File: src/rtl/my_demux_reg_pkg.sv
// Shared types and defaults for the registered 1-to-3 demux path.
package my_demux_reg_pkg;

  localparam int unsigned DEF_WIDTH = 8;
  localparam int unsigned DEF_CNT_W = 8;

  typedef enum logic [1:0] {
    SEL_A = 2'b00,
    SEL_B = 2'b01,
    SEL_C = 2'b10,
    SEL_X = 2'b11
  } sel_e;

endpackage

File: src/rtl/my_demux_reg_if.sv
// Input stream plus three output channels and the drop counter of my_demux_reg.
interface my_demux_reg_if #(
  parameter int unsigned WIDTH = 8,
  parameter int unsigned CNT_W = 8
);
  logic             in_valid;
  logic             in_ready;
  logic [WIDTH-1:0] in_data;
  logic             s0;
  logic             s1;
  logic [WIDTH-1:0] a;
  logic             a_valid;
  logic             a_ready;
  logic [WIDTH-1:0] b;
  logic             b_valid;
  logic             b_ready;
  logic [WIDTH-1:0] c;
  logic             c_valid;
  logic             c_ready;
  logic [CNT_W-1:0] drop_cnt;

  modport master (
    output in_valid, in_data, s0, s1, a_ready, b_ready, c_ready,
    input  in_ready, a, a_valid, b, b_valid, c, c_valid, drop_cnt
  );

  modport slave (
    input  in_valid, in_data, s0, s1, a_ready, b_ready, c_ready,
    output in_ready, a, a_valid, b, b_valid, c, c_valid, drop_cnt
  );
endinterface

File: src/rtl/my_demux_slot.sv
// Single-entry valid/ready output register; free means it can take a beat this cycle.
module my_demux_slot
  import my_demux_reg_pkg::*;
#(
  parameter int unsigned WIDTH = DEF_WIDTH
) (
  input  logic             clk,
  input  logic             rst_n,
  input  logic             load,
  input  logic [WIDTH-1:0] din,
  input  logic             ready,
  output logic [WIDTH-1:0] data,
  output logic             valid,
  output logic             free
);

  assign free = !valid || ready;

  // A load while draining overwrites the slot and keeps it valid.
  always_ff @(posedge clk or negedge rst_n) begin
    if (!rst_n) begin
      data  <= '0;
      valid <= 1'b0;
    end else if (load) begin
      data  <= din;
      valid <= 1'b1;
    end else if (ready) begin
      valid <= 1'b0;
    end
  end

endmodule

File: src/rtl/my_demux_reg.sv
// Registered 1-to-3 demux: select decode, in_ready muxing and illegal-beat drop counter.
// Optional MY_DEMUX_BROADCAST_EN turns select 11 into a broadcast to all three channels.
module my_demux_reg
  import my_demux_reg_pkg::*;
#(
  parameter int unsigned WIDTH = DEF_WIDTH,
  parameter int unsigned CNT_W = DEF_CNT_W
) (
  input logic          clk,
  input logic          rst_n,
  my_demux_reg_if.slave bus
);

  sel_e sel;
  logic free_a, free_b, free_c;
  logic load_a, load_b, load_c;
  logic ready;
  logic drop_hit;

  assign sel          = sel_e'({bus.s1, bus.s0});
  assign bus.in_ready = ready;

  always_comb begin
    ready    = 1'b0;
    load_a   = 1'b0;
    load_b   = 1'b0;
    load_c   = 1'b0;
    drop_hit = 1'b0;
    unique case (sel)
      SEL_A: begin
        ready  = free_a;
        load_a = bus.in_valid && free_a;
      end
      SEL_B: begin
        ready  = free_b;
        load_b = bus.in_valid && free_b;
      end
      SEL_C: begin
        ready  = free_c;
        load_c = bus.in_valid && free_c;
      end
      SEL_X: begin
`ifdef MY_DEMUX_BROADCAST_EN
        ready  = free_a && free_b && free_c;
        load_a = bus.in_valid && ready;
        load_b = bus.in_valid && ready;
        load_c = bus.in_valid && ready;
`else
        ready    = 1'b1;
        drop_hit = bus.in_valid;
`endif
      end
    endcase
  end

  my_demux_slot #(.WIDTH(WIDTH)) u_slot_a (
    .clk(clk), .rst_n(rst_n), .load(load_a), .din(bus.in_data), .ready(bus.a_ready),
    .data(bus.a), .valid(bus.a_valid), .free(free_a)
  );

  my_demux_slot #(.WIDTH(WIDTH)) u_slot_b (
    .clk(clk), .rst_n(rst_n), .load(load_b), .din(bus.in_data), .ready(bus.b_ready),
    .data(bus.b), .valid(bus.b_valid), .free(free_b)
  );

  my_demux_slot #(.WIDTH(WIDTH)) u_slot_c (
    .clk(clk), .rst_n(rst_n), .load(load_c), .din(bus.in_data), .ready(bus.c_ready),
    .data(bus.c), .valid(bus.c_valid), .free(free_c)
  );

  logic [CNT_W-1:0] drop_q;

  // Saturating count of discarded illegal-select beats; stays zero when broadcasting.
  always_ff @(posedge clk or negedge rst_n) begin
    if (!rst_n) begin
      drop_q <= '0;
    end else if (drop_hit && (drop_q != {CNT_W{1'b1}})) begin
      drop_q <= drop_q + CNT_W'(1);
    end
  end

  assign bus.drop_cnt = drop_q;

endmodule

File: src/flat_wrapper.sv
// flat-port wrapper written by rule: the top's interface ports become plain ports
module my_demux_reg_flat import my_demux_reg_pkg::*;
#(
  parameter int unsigned WIDTH = DEF_WIDTH,
  parameter int unsigned CNT_W = DEF_CNT_W
)
  (clk, rst_n, bus_in_valid, bus_in_data, bus_s0, bus_s1, bus_a_ready, bus_b_ready, bus_c_ready, bus_in_ready, bus_a, bus_a_valid, bus_b, bus_b_valid, bus_c, bus_c_valid, bus_drop_cnt);
  my_demux_reg_if #(.WIDTH(WIDTH), .CNT_W(CNT_W)) bus_i ();
  input logic clk;
  input logic rst_n;
  input wire logic [$bits(bus_i.in_valid)-1:0] bus_in_valid;
  input wire logic [$bits(bus_i.in_data)-1:0] bus_in_data;
  input wire logic [$bits(bus_i.s0)-1:0] bus_s0;
  input wire logic [$bits(bus_i.s1)-1:0] bus_s1;
  input wire logic [$bits(bus_i.a_ready)-1:0] bus_a_ready;
  input wire logic [$bits(bus_i.b_ready)-1:0] bus_b_ready;
  input wire logic [$bits(bus_i.c_ready)-1:0] bus_c_ready;
  output wire logic [$bits(bus_i.in_ready)-1:0] bus_in_ready;
  output wire logic [$bits(bus_i.a)-1:0] bus_a;
  output wire logic [$bits(bus_i.a_valid)-1:0] bus_a_valid;
  output wire logic [$bits(bus_i.b)-1:0] bus_b;
  output wire logic [$bits(bus_i.b_valid)-1:0] bus_b_valid;
  output wire logic [$bits(bus_i.c)-1:0] bus_c;
  output wire logic [$bits(bus_i.c_valid)-1:0] bus_c_valid;
  output wire logic [$bits(bus_i.drop_cnt)-1:0] bus_drop_cnt;
  assign bus_i.in_valid = bus_in_valid;
  assign bus_i.in_data = bus_in_data;
  assign bus_i.s0 = bus_s0;
  assign bus_i.s1 = bus_s1;
  assign bus_i.a_ready = bus_a_ready;
  assign bus_i.b_ready = bus_b_ready;
  assign bus_i.c_ready = bus_c_ready;
  assign bus_in_ready = bus_i.in_ready;
  assign bus_a = bus_i.a;
  assign bus_a_valid = bus_i.a_valid;
  assign bus_b = bus_i.b;
  assign bus_b_valid = bus_i.b_valid;
  assign bus_c = bus_i.c;
  assign bus_c_valid = bus_i.c_valid;
  assign bus_drop_cnt = bus_i.drop_cnt;
  my_demux_reg #(.WIDTH(WIDTH), .CNT_W(CNT_W)) u_core (.clk(clk), .rst_n(rst_n), .bus(bus_i));
endmodule
File: config.mk
export PLATFORM = sky130hd
export DESIGN_NAME = my_demux_reg_flat
export DESIGN_NICKNAME = d
export VERILOG_FILES = /design/src/rtl/my_demux_reg_pkg.sv /design/src/rtl/my_demux_reg_if.sv /design/src/rtl/my_demux_slot.sv /design/src/rtl/my_demux_reg.sv /design/src/flat_wrapper.sv
export SDC_FILE = /design/constraint.sdc
export NUM_CORES = 1
export LEC_CHECK = 0
export CAP_MARGIN = 10
export CORE_MARGIN = 3
export CORE_UTILIZATION = 44
export CTS_BUF_LIST = sky130_fd_sc_hd__clkbuf_16
export DETAILED_ROUTE_END_ITERATION = 12
export GPL_TIMING_DRIVEN = 0
export MAX_ROUTING_LAYER = met4
export PLACE_DENSITY = 0.79
export SYNTH_ARGS = -nofsm -noshare
export SYNTH_HDL_FRONTEND = slang
export SYNTH_SLANG_ARGS = --single-unit
File: constraint.sdc
create_clock -name clk -period 1.7 [get_ports clk]
set_input_delay 0.17 -clock clk [delete_from_list [all_inputs] [get_ports clk]]
set_output_delay 0.17 -clock clk [all_outputs]
set_load 0.05 [all_outputs]
==> run_results.csv, run 1 <==
group,metric,value,unit
run_status,status,"finished clean",
worst_setup_path,critPathBufInv,1,
worst_setup_path,critPathTopFamily,"buffers and inverters",
place,io_buffers,50,
route,drt-total-wl,3.25,mm
worst_setup_path,path_class,"flop to primary output",
min_path,hold_class,"input pin to flop",
yosys,ys_seq_area_frac,0.598,
yosys,ys_seq_elements,35,
route,drtIter0Drc,53,
yosys,ys_warn_count,0,
worst_setup_path,critPathMaxStageDelay,0.82,ns
cts,cts.sinks,35,
global_route,antenna_found_initial,0,
worst_setup_path,crit_cells,1,
floorplan,rows,20,
cts,cts_buffers,5,
floorplan,io_pins,52,
sta,finalSetupViolations,0,
cts,clock_latency,0.27,ns
final_layout,drive_gt1_frac,0.249,
floorplan,initial_core_util,0.472,
cts,cts_tree,"yes",
worst_setup_path,startpoint_type,"flop",
yosys,async_flop_share,1.00,
power_and_ir_drop,p_leak,0.000947,µW
route,postRouteAntennaNets,0,
global_route,grt.overflow.total,0,
final_layout,layout_common_cells,"clkdlybuf4s50_1, dfrtp_1, mux2_2",
sta,finClkSkew,0.00159,ns
worst_setup_path,cp.arrival,1.49,ns
route,avgRoutedWirePerCell,15.3,µm
power_and_ir_drop,fin_total_pwr,3580,µW
power_and_ir_drop,power_density,1630,nW/µm²
yosys,post_synth_num_cell_types,23,
final_layout,area_growth,49.7,%
global_route,track_usage,0.182,
route,vias_per_cell,5.04,
place,place_worst_setup_slack,-0.297,ns
route,dr.pass1.iters,4,
yosys,avgSynthCellArea,13.4,µm²
place,place_congestion,0.875,
cts,cts_root_buffer,"clkbuf_16",
final_layout,final_common_cell,"clkdlybuf4s50_1",
floorplan,die_x,63.7,µm
route,drc_errors,0,
power_and_ir_drop,irDropWorstVdd,0.867,mV
sta,period_share,0.974,
yosys,synth_nets,126,
sta,worst_pin_slew,0.740,ns
worst_setup_path,r2r_cells,4,
yosys,synthTopCellsByArea,"dfrtp_1, mux2_2, nand2_1, and3_1, a21oi_1",
yosys,ys.flop_type,"dfrtp_1",
sta,finalWorstSetupSlack,0.0449,ns
min_path,hold_depth,2,
global_route,grt_pass1_vias,1120,
place,dp_hpwl,2.34,mm
sta,post-route-min-period,1.66,ns
floorplan,die_y,63.7,µm
yosys,synth_top_cell_by_area,"dfrtp_1",
final_layout,finalNonFillerCells,213,
sta,relSlewSlack,0.507,
cts,clk_pin_slew,0.05,ns
flow_run,max_cap_violations,0,
global_route,grt_max_degree,36,
worst_setup_path,crit_path_max_fanout,5,
sta,rsz0062_at_grt,"no",
sta,slew_viol_final,0,
worst_setup_path,crit_chain,"clkdlybuf4s50_1",
yosys,syn_area,1460,µm²
final_layout,fillCellCount,252,
global_route,grt_pass1_wl,5.38,mm
worst_setup_path,crit_required,1.53,ns
floorplan,core_area,3100,µm²
yosys,synth_edf_count,0,
sta,report.final.hold_viol_count,0,
route,vias,1073,
final_layout,num_antenna_cells,0,
yosys,synth_top_area_frac,0.598,
yosys,netlist_instances,109,
worst_setup_path,crit_slowest_cell,"clkdlybuf4s50_1",
cts,cts_buffer_depth,2,
cts,cts_htree_levels,2,
sta,fmax,604,MHz
final_layout,num-nets-final,185,
floorplan,fp.dieArea,4060,µm²
worst_setup_path,cp-end-kind,"primary output",
place,placed_cells,203,
final cells by class:
cell class | count | area [µm²] | area share
sequential | 35 | 878 | 0.401
tap | 44 | 55.1 | 0.0251
timing repair buffer | 52 | 507 | 0.231
buffer | 2 | 12.5 | 0.00571
clock buffer | 5 | 125 | 0.0571
clock inverter | 3 | 38.8 | 0.0177
multi-input combinational | 72 | 576 | 0.263
cells by family (layout without fill, tap and decap cells):
| kind of cell | Yosys count | count (layout) | share of synthesized area |
|---|---|---|---|
| flip-flops | 35 | 35 | 0.598 |
| XOR/XNOR | 1 | 1 | 0.00598 |
| AO/OA/AOI/OAI | 13 | 13 | 0.0547 |
| multiplexers | 28 | 28 | 0.215 |
| buffers and inverters | 2 | 62 | 0.00855 |
| adder cells (fa/ha/maj) | 1 | 1 | 0.00855 |
| AND/OR/NAND/NOR | 29 | 29 | 0.109 |
power by group:
group / leakage [µW] / internal, µW / switching, µW / total, µW
Sequential: 0.000424 / 1030 / 164 / 1190
Combinational: 0.000442 / 485 / 907 / 1390
Clock: 0.0000812 / 682 / 314 / 996
Yosys cell counts, types with 2 or more instances:
library cell  instances
nand3_1               4
nand2_1               8
nand2b_1              3
dfrtp_1              35
nor2_1                3
nor3_1                2
mux2_2               27
and3_1                4
o21ai_0               4
a41oi_1               2
a21oi_1               4
nand4_1               2
repair_timing:
action | CTS | global route
endpoints found under the setup margin | 7 | 6
gates resized for setup | 9 | 0
pin swaps | 0 | 1
endpoints found under the hold margin | 35 | 0
hold buffers | 1 | 0
buffers inserted | 0 | 1
state kept, by name (all words and copies together), names as in the netlist:
signal and count:
u_core.u_slot_a.valid 1, u_core.u_slot_b.data 8, u_core.u_slot_a.data 8, u_core.bus.drop_cnt 8, u_core.u_slot_c.valid 1, u_core.u_slot_b.valid 1
u_core.u_slot_c.data 8
metal layers:
layer	part of all wire	wire [µm]	track usage	vias to the layer above
met5	0	0	-	-
met3	0.041	133	0.0446	5
met1	0.41	1330	0.213	523
met2	0.53	1730	0.292	29
li1	-	-	-	516
met4	0.018	57	0.0889	0
metrics by stage:
stage               instance area, µm²  setup TNS, ns  hold slack (ns)   util
global route                      2190              0            0.205  0.706
CTS                               2180              0            0.168  0.704
finish                            2190              0            0.173  0.706
floorplan                         1470              0           -0.126      -
global placement                  2020          -9.72            0.448  0.652
detailed placement                2020          -4.28            0.284  0.650
path summary, 6_finish.rpt:
check | slack, ns | to | startpoint
setup / recovery | 0.04 | bus_drop_cnt[0] | u_core.bus.drop_cnt[0]$_DFFE_PN0P_
setup reg to reg | 0.17 | u_core.bus.drop_cnt[1]$_DFFE_PN0P_ | u_core.bus.drop_cnt[0]$_DFFE_PN0P_
min in group asynchronous | 0.49 | u_core.u_slot_b.data[0]$_DFFE_PN0P_ | rst_n
max in group asynchronous | 0.69 | u_core.bus.drop_cnt[0]$_DFFE_PN0P_ | rst_n
hold reg to reg | 0.50 | u_core.u_slot_a.data[5]$_DFFE_PN0P_ | u_core.u_slot_a.data[5]$_DFFE_PN0P_
hold / removal | 0.17 | u_core.u_slot_c.valid$_DFFE_PN0P_ | bus_s0
Note: power is estimated with default switching activity, not from simulation.
==> inputs of run 2 (changes only) <==
--- a/config.mk
+++ b/config.mk
@@ -13,6 +13,7 @@
 export GPL_TIMING_DRIVEN = 0
 export MAX_ROUTING_LAYER = met4
 export PLACE_DENSITY = 0.79
+export REMOVE_ABC_BUFFERS = 1
 export SYNTH_ARGS = -nofsm -noshare
 export SYNTH_HDL_FRONTEND = slang
 export SYNTH_SLANG_ARGS = --single-unit
==> run 2 against run 1 <==
  * Sequential cell count is the same
  * Fmax rose by 1.9%
  * Cell count fell by 0.47%
  * Worst hold slack better by 0.33 ns
  * Die area did not move
  * Sequential power barely moved
  * Clock power shrank 16%
  * Sequential share of layout area rose by 0.53 points
  * Largest cell class unchanged
  * Total power is 4.6% lower
  * Worst setup slack better by 0.031 ns
  * Wire length rose by 3.8%
  * Global-route usage rose by 0.79 points
==> run_results.csv, run 2 (synthesis gave the netlist of run 1 again) <==
group,metric,value,unit
run_status,status,"finished clean",
place,dp_hpwl,2.33,mm
power_and_ir_drop,swShare,0.407,
worst_setup_path,critPathBufInv,1,
cts,cts.sinks,35,
route,drtIter0Drc,61,
worst_setup_path,crit_required,1.53,ns
worst_setup_path,crit_chain,"clkdlybuf4s50_1",
place,place_congestion,0.944,
worst_setup_path,critPathMaxStageDelay,0.82,ns
final_layout,num_antenna_cells,0,
flow_run,max_cap_violations,0,
final_layout,layout_common_cells,"clkdlybuf4s50_1, dfrtp_1, mux2_2",
floorplan,io_pins,52,
power_and_ir_drop,power_density,1580,nW/µm²
floorplan,die_x,63.7,µm
worst_setup_path,crit_slowest_cell,"clkdlybuf4s50_1",
floorplan,die_y,63.7,µm
floorplan,core_area,3100,µm²
cts,cts_buffers,5,
global_route,grt_max_degree,36,
sta,period_share,0.956,
final_layout,final_common_cell,"clkdlybuf4s50_1",
cts,clock_latency,0.27,ns
global_route,track_usage,0.190,
floorplan,fp.dieArea,4060,µm²
power_and_ir_drop,p_int,2030,µW
route,postRouteAntennaNets,0,
power_and_ir_drop,p_leak,0.000947,µW
power_and_ir_drop,power.share.clock,0.245,
place,io_buffers,51,
power_and_ir_drop,pwr-share-comb,0.408,
route,avgRoutedWirePerCell,15.9,µm
sta,worst_pin_slew,0.760,ns
cts,cts_buffer_depth,2,
route,drc_errors,0,
global_route,grt_pass1_vias,1168,
worst_setup_path,r2r_slack,0.09,ns
sta,slew_viol_final,0,
floorplan,rows,20,
sta,report.final.hold_viol_count,0,
sta,fmax,616,MHz
route,vias,1119,
floorplan,initial_core_util,0.472,
cts,cts_root_buffer,"clkbuf_16",
power_and_ir_drop,power.switching,1390,µW
worst_setup_path,cp-end-kind,"primary output",
cts,cts_htree_levels,2,
cts,cts_tree,"yes",
sta,post-route-min-period,1.62,ns
global_route,grt.overflow.total,0,
sta,finalWorstSetupSlack,0.0755,ns
route,drt-total-wl,3.37,mm
sta,relSlewSlack,0.493,
global_route,antenna_found_initial,0,
sta,finalSetupViolations,0,
sta,finClkSkew,0.00431,ns
power_and_ir_drop,seq_power_share,0.348,
worst_setup_path,crit_path_max_fanout,2,
global_route,grt_pass1_wl,5.59,mm
place,place_worst_setup_slack,-0.449,ns
route,vias_per_cell,5.28,
final_layout,num-nets-final,184,
route,dr.pass1.iters,4,
final_layout,fillCellCount,257,
worst_setup_path,path_class,"flop to primary output",
final_layout,area_growth,47.4,%
power_and_ir_drop,irDropWorstVdd,1.11,mV
worst_setup_path,startpoint_type,"flop",
min_path,hold_class,"input pin to asynchronous set/reset pin",
worst_setup_path,cp.arrival,1.45,ns
worst_setup_path,critPathTopFamily,"buffers and inverters",
final_layout,drive_gt1_frac,0.226,
cts,clk_pin_slew,0.05,ns
power_and_ir_drop,fin_total_pwr,3410,µW
run 2: changes by cell type in the layout (fill, tap and decap cells not counted), sizes merged:
cell,change
clkdlybuf4s50,-1
bufinv,-1
clkinv,-1
buf,-1
dlymetal6s2s,+1
inv,+2
clkdlybuf4s15,-1
dlygate4sd2,+1
run 2: through the flow:
stage	instances	area (µm²)	hold WS, ns	utilization	setup TNS (ns)
5_1_grt	212	2160	0.531	0.695	-0.00634
6_report	212	2160	0.504	0.695	0
3_3_place_gp	202	2020	0.488	0.650	-10.98
4_1_cts	211	2150	0.504	0.692	0
3_5_place_dp	202	2010	0.286	0.648	-4.61
2_1_floorplan	107	1450	-0.126	-	-0.548
run 2: layer usage:
metal / share of wire / vias up / global-route usage
met5: 0 / - / -
met4: 0.014 / 0 / 0.0620
met3: 0.070 / 7 / 0.0660
met2: 0.47 / 58 / 0.288
met1: 0.45 / 538 / 0.238
li1: - / 516 / -
run 2: what timing repair did:
action,CTS,global route
setup buffers,0,1
hold buffers,1,0
endpoints found under the hold margin,35,0
gates resized for setup,13,3
cloned,0,0
pin swaps,0,1
endpoints found under the setup margin,9,13
run 2: layout make-up:
type                    instances  area [µm²]  share of cell area
flip-flops and latches         35         876               0.406
multi-input cells              72         577               0.267
repair buffers                 53         512               0.237
clock inverters                 3        12.5             0.00580
well taps                      44        55.1              0.0255
clock buffers                   5         125              0.0580
run 2: path summary, 6_finish.rpt:
kind,from,to,cells after the start
min in group clk,u_core.u_slot_a.data[1]$_DFFE_PN0P_,u_core.u_slot_a.data[1]$_DFFE_PN0P_,1
worst max-delay path,u_core.u_slot_b.data[1]$_DFFE_PN0P_,bus_b[1],1
worst min register to register,u_core.u_slot_a.data[1]$_DFFE_PN0P_,u_core.u_slot_a.data[1]$_DFFE_PN0P_,1
worst min-delay path,rst_n,u_core.bus.drop_cnt[4]$_DFFE_PN0P_,2
worst max register to register,u_core.bus.drop_cnt[0]$_DFFE_PN0P_,u_core.bus.drop_cnt[1]$_DFFE_PN0P_,4
max in group asynchronous,rst_n,u_core.u_slot_b.data[2]$_DFFE_PN0P_,2
run 2: power by group through the flow:
stage / combinational, µW / clock (µW) / sequential (µW)
finish: 1390 / 835 / 1190
global route: 1460 / 907 / 1220
CTS: 1400 / 863 / 1190
detailed placement: 1430 / 0 / 1200
global placement: 1400 / 0 / 1180
floorplan: 251 / 0 / 1840
==> inputs of run 3 (changes only) <==
--- a/config.mk
+++ b/config.mk
@@ -7,12 +7,13 @@
 export LEC_CHECK = 0
 export CAP_MARGIN = 10
 export CORE_MARGIN = 3
-export CORE_UTILIZATION = 44
+export CORE_UTILIZATION = 40
 export CTS_BUF_LIST = sky130_fd_sc_hd__clkbuf_16
+export CTS_CLUSTER_SIZE = 28
 export DETAILED_ROUTE_END_ITERATION = 12
 export GPL_TIMING_DRIVEN = 0
 export MAX_ROUTING_LAYER = met4
-export PLACE_DENSITY = 0.79
+export PLACE_DENSITY = 0.75
 export REMOVE_ABC_BUFFERS = 1
 export SYNTH_ARGS = -nofsm -noshare
 export SYNTH_HDL_FRONTEND = slang
==> constraint.sdc (replaced) <==
create_clock -name clk -period 1.4 [get_ports clk]
set_input_delay 0.14 -clock clk [delete_from_list [all_inputs] [get_ports clk]]
set_output_delay 0.14 -clock clk [all_outputs]
set_load 0.05 [all_outputs]
==> run 3 against run 2 <==
  * The run now ends with setup timing left
  * Clock skew decreased by 0.00091 ns
  * Die area grew 9.0%
  * Register-to-register slack lost 0.11 ns
  * Sequential share of layout area down 1.3 points
  * Global-route usage shrank 2.4 points
  * Clock power is 22% higher
  * Total power grew 22%
  * Sequential cell count is the same
  * Cell count increased by 3.3%
  * Utilization fell by 4.7 points
  * Worst hold slack got worse by 0.20 ns
  * Critical path type is now flop to flop
  * Largest power group unchanged
  * Highest routed layer unchanged
==> run_results.csv, run 3 (synthesis gave the netlist of run 1 again) <==
group,metric,value,unit
worst_setup_path,cp-end-kind,"flop",
min_path,hold_class,"input pin to flop",
route,vias,1119,
floorplan,initial_core_util,0.425,
place,place_congestion,0.913,
sta,worst_pin_slew,0.746,ns
sta,relSlewSlack,0.503,
worst_setup_path,r2r_slack,-0.02,ns
route,drtIter0Drc,49,
final_layout,drive_gt1_frac,0.318,
cts,cts_tree,"yes",
worst_setup_path,path_class,"flop to flop",
sta,fmax,702,MHz
cts,cts.sinks,35,
floorplan,fp.dieArea,4420,µm²
worst_setup_path,critPathTopFamily,"flip-flops",
final_layout,area_growth,52.4,%
final_layout,fillCellCount,268,
final_layout,num-nets-final,189,
global_route,grt_pass1_wl,5.26,mm
global_route,grt_max_degree,36,
floorplan,die_x,66.5,µm
worst_setup_path,critPathMaxStageDelay,0.35,ns
worst_setup_path,crit_chain,"buf_6 -> ha_4 -> nand4_1 -> o21ai_2 -> mux2_4",
run_status,status,"complete, but fails checks",
sta,whs,0.301,ns
sta,finClkSkew,0.00339,ns
sta,report.final.hold_viol_count,0,
sta,post-route-min-period,1.42,ns
sta,finalSetupViolations,1,
final_layout,num_antenna_cells,0,
sta,finalWorstSetupSlack,-0.0240,ns
global_route,grt.overflow.total,0,
cts,clk_pin_slew,0.05,ns
place,place_worst_setup_slack,-0.648,ns
cts,cts_htree_levels,2,
power_and_ir_drop,irDropWorstVdd,1.16,mV
final_layout,multi_input_area,622,µm²
floorplan,core_area,3440,µm²
place,dp_hpwl,2.25,mm
power_and_ir_drop,p_leak,0.00102,µW
global_route,track_usage,0.166,
power_and_ir_drop,power_density,1870,nW/µm²
power_and_ir_drop,fin_total_pwr,4180,µW
worst_setup_path,cp.arrival,1.58,ns
worst_setup_path,crit_path_max_fanout,5,
worst_setup_path,crit_required,1.56,ns
cts,clock_latency,0.27,ns
place,io_buffers,51,
final_layout,final_area,2230,µm²
global_route,grt_pass1_vias,1154,
route,dr.pass1.iters,6,
route,postRouteAntennaNets,0,
cts,cts_buffers,5,
worst_setup_path,crit_slowest_cell,"dfrtp_1",
worst_setup_path,critPathBufInv,1,
worst_setup_path,startpoint_type,"flop",
route,drc_errors,0,
route,vias_per_cell,5.11,
cts,cts_root_buffer,"clkbuf_16",
flow_run,max_cap_violations,0,
floorplan,rows,21,
place,placed_area,2010,µm²
cts,cts_buffer_depth,2,
final_layout,layout_common_cells,"dfrtp_1, dlygate4sd2_1, mux2_2",
floorplan,io_pins,52,
run_status,violations,"setup timing",
final_layout,layout.area.seq,877,µm²
sta,period_share,1.02,
sta,rsz0062_at_grt,"yes",
route,drt-total-wl,3.40,mm
sta,slew_viol_final,0,
global_route,antenna_found_initial,0,
route,avgRoutedWirePerCell,15.5,µm
floorplan,die_y,66.5,µm
final_layout,final_common_cell,"dfrtp_1",
-- run 3: worst paths after layout --
| kind | from | endpoint | cells after the start |
|---|---|---|---|
| setup / recovery | u_core.bus.drop_cnt[0]$_DFFE_PN0P_ | u_core.bus.drop_cnt[1]$_DFFE_PN0P_ | 5 |
| hold / removal | bus_in_valid | u_core.u_slot_c.valid$_DFFE_PN0P_ | 3 |
| setup reg to reg | u_core.bus.drop_cnt[0]$_DFFE_PN0P_ | u_core.bus.drop_cnt[1]$_DFFE_PN0P_ | 5 |
| hold reg to reg | u_core.u_slot_b.data[0]$_DFFE_PN0P_ | u_core.u_slot_b.data[0]$_DFFE_PN0P_ | 1 |
| max in group asynchronous | rst_n | u_core.bus.drop_cnt[1]$_DFFE_PN0P_ | 2 |
| min in group asynchronous | rst_n | u_core.bus.drop_cnt[4]$_DFFE_PN0P_ | 2 |
-- run 3: per-stage QoR --
| step | TNS (ns) | instances | util |
|---|---|---|---|
| floorplan | -5.07 | 107 | - |
| global placement | -28.26 | 204 | 0.587 |
| detailed placement | -12.70 | 204 | 0.585 |
| CTS | -0.00812 | 219 | 0.641 |
| global route | -0.273 | 219 | 0.648 |
| finish | -0.0240 | 219 | 0.648 |
-- run 3: layout make-up --
type	instances	area share
clock buffer	5	0.0561
clock inverter	3	0.00561
multi-input combinational	72	0.279
sequential	35	0.393
tap	46	0.0258
timing repair buffer	58	0.241
-- run 3: power by group --
part | leakage (µW) | internal (µW) | switching [µW]
sequential | 0.000425 | 1240 | 205
combinational | 0.000518 | 569 | 1150
clock | 0.0000762 | 641 | 374
total | 0.00102 | 2450 | 1730
-- run 3: what timing repair did --
action	4_1_cts	5_1_grt
endpoints found under the setup margin	64	25
hold endpoints to repair	35	0
gates resized for setup	60	13
pin swaps	3	4
hold buffers	1	0
buffers inserted	6	0
-- run 3: layer usage --
| layer | vias to the layer above | GRT usage | part of all wire |
|---|---|---|---|
| met1 | 552 | 0.199 | 0.43 |
| li1 | 521 | - | - |
| met3 | 5 | 0.0658 | 0.077 |
| met4 | 0 | 0.0431 | 0.014 |
| met5 | - | - | 0 |
| met2 | 41 | 0.263 | 0.47 |
-- run 3: worst reg2reg max path: stages (launching register included) --
cell     delay [ns]
dfrtp_1        0.35
buf_6          0.11
ha_4           0.15
nand4_1        0.16
o21ai_2        0.22
mux2_4         0.32
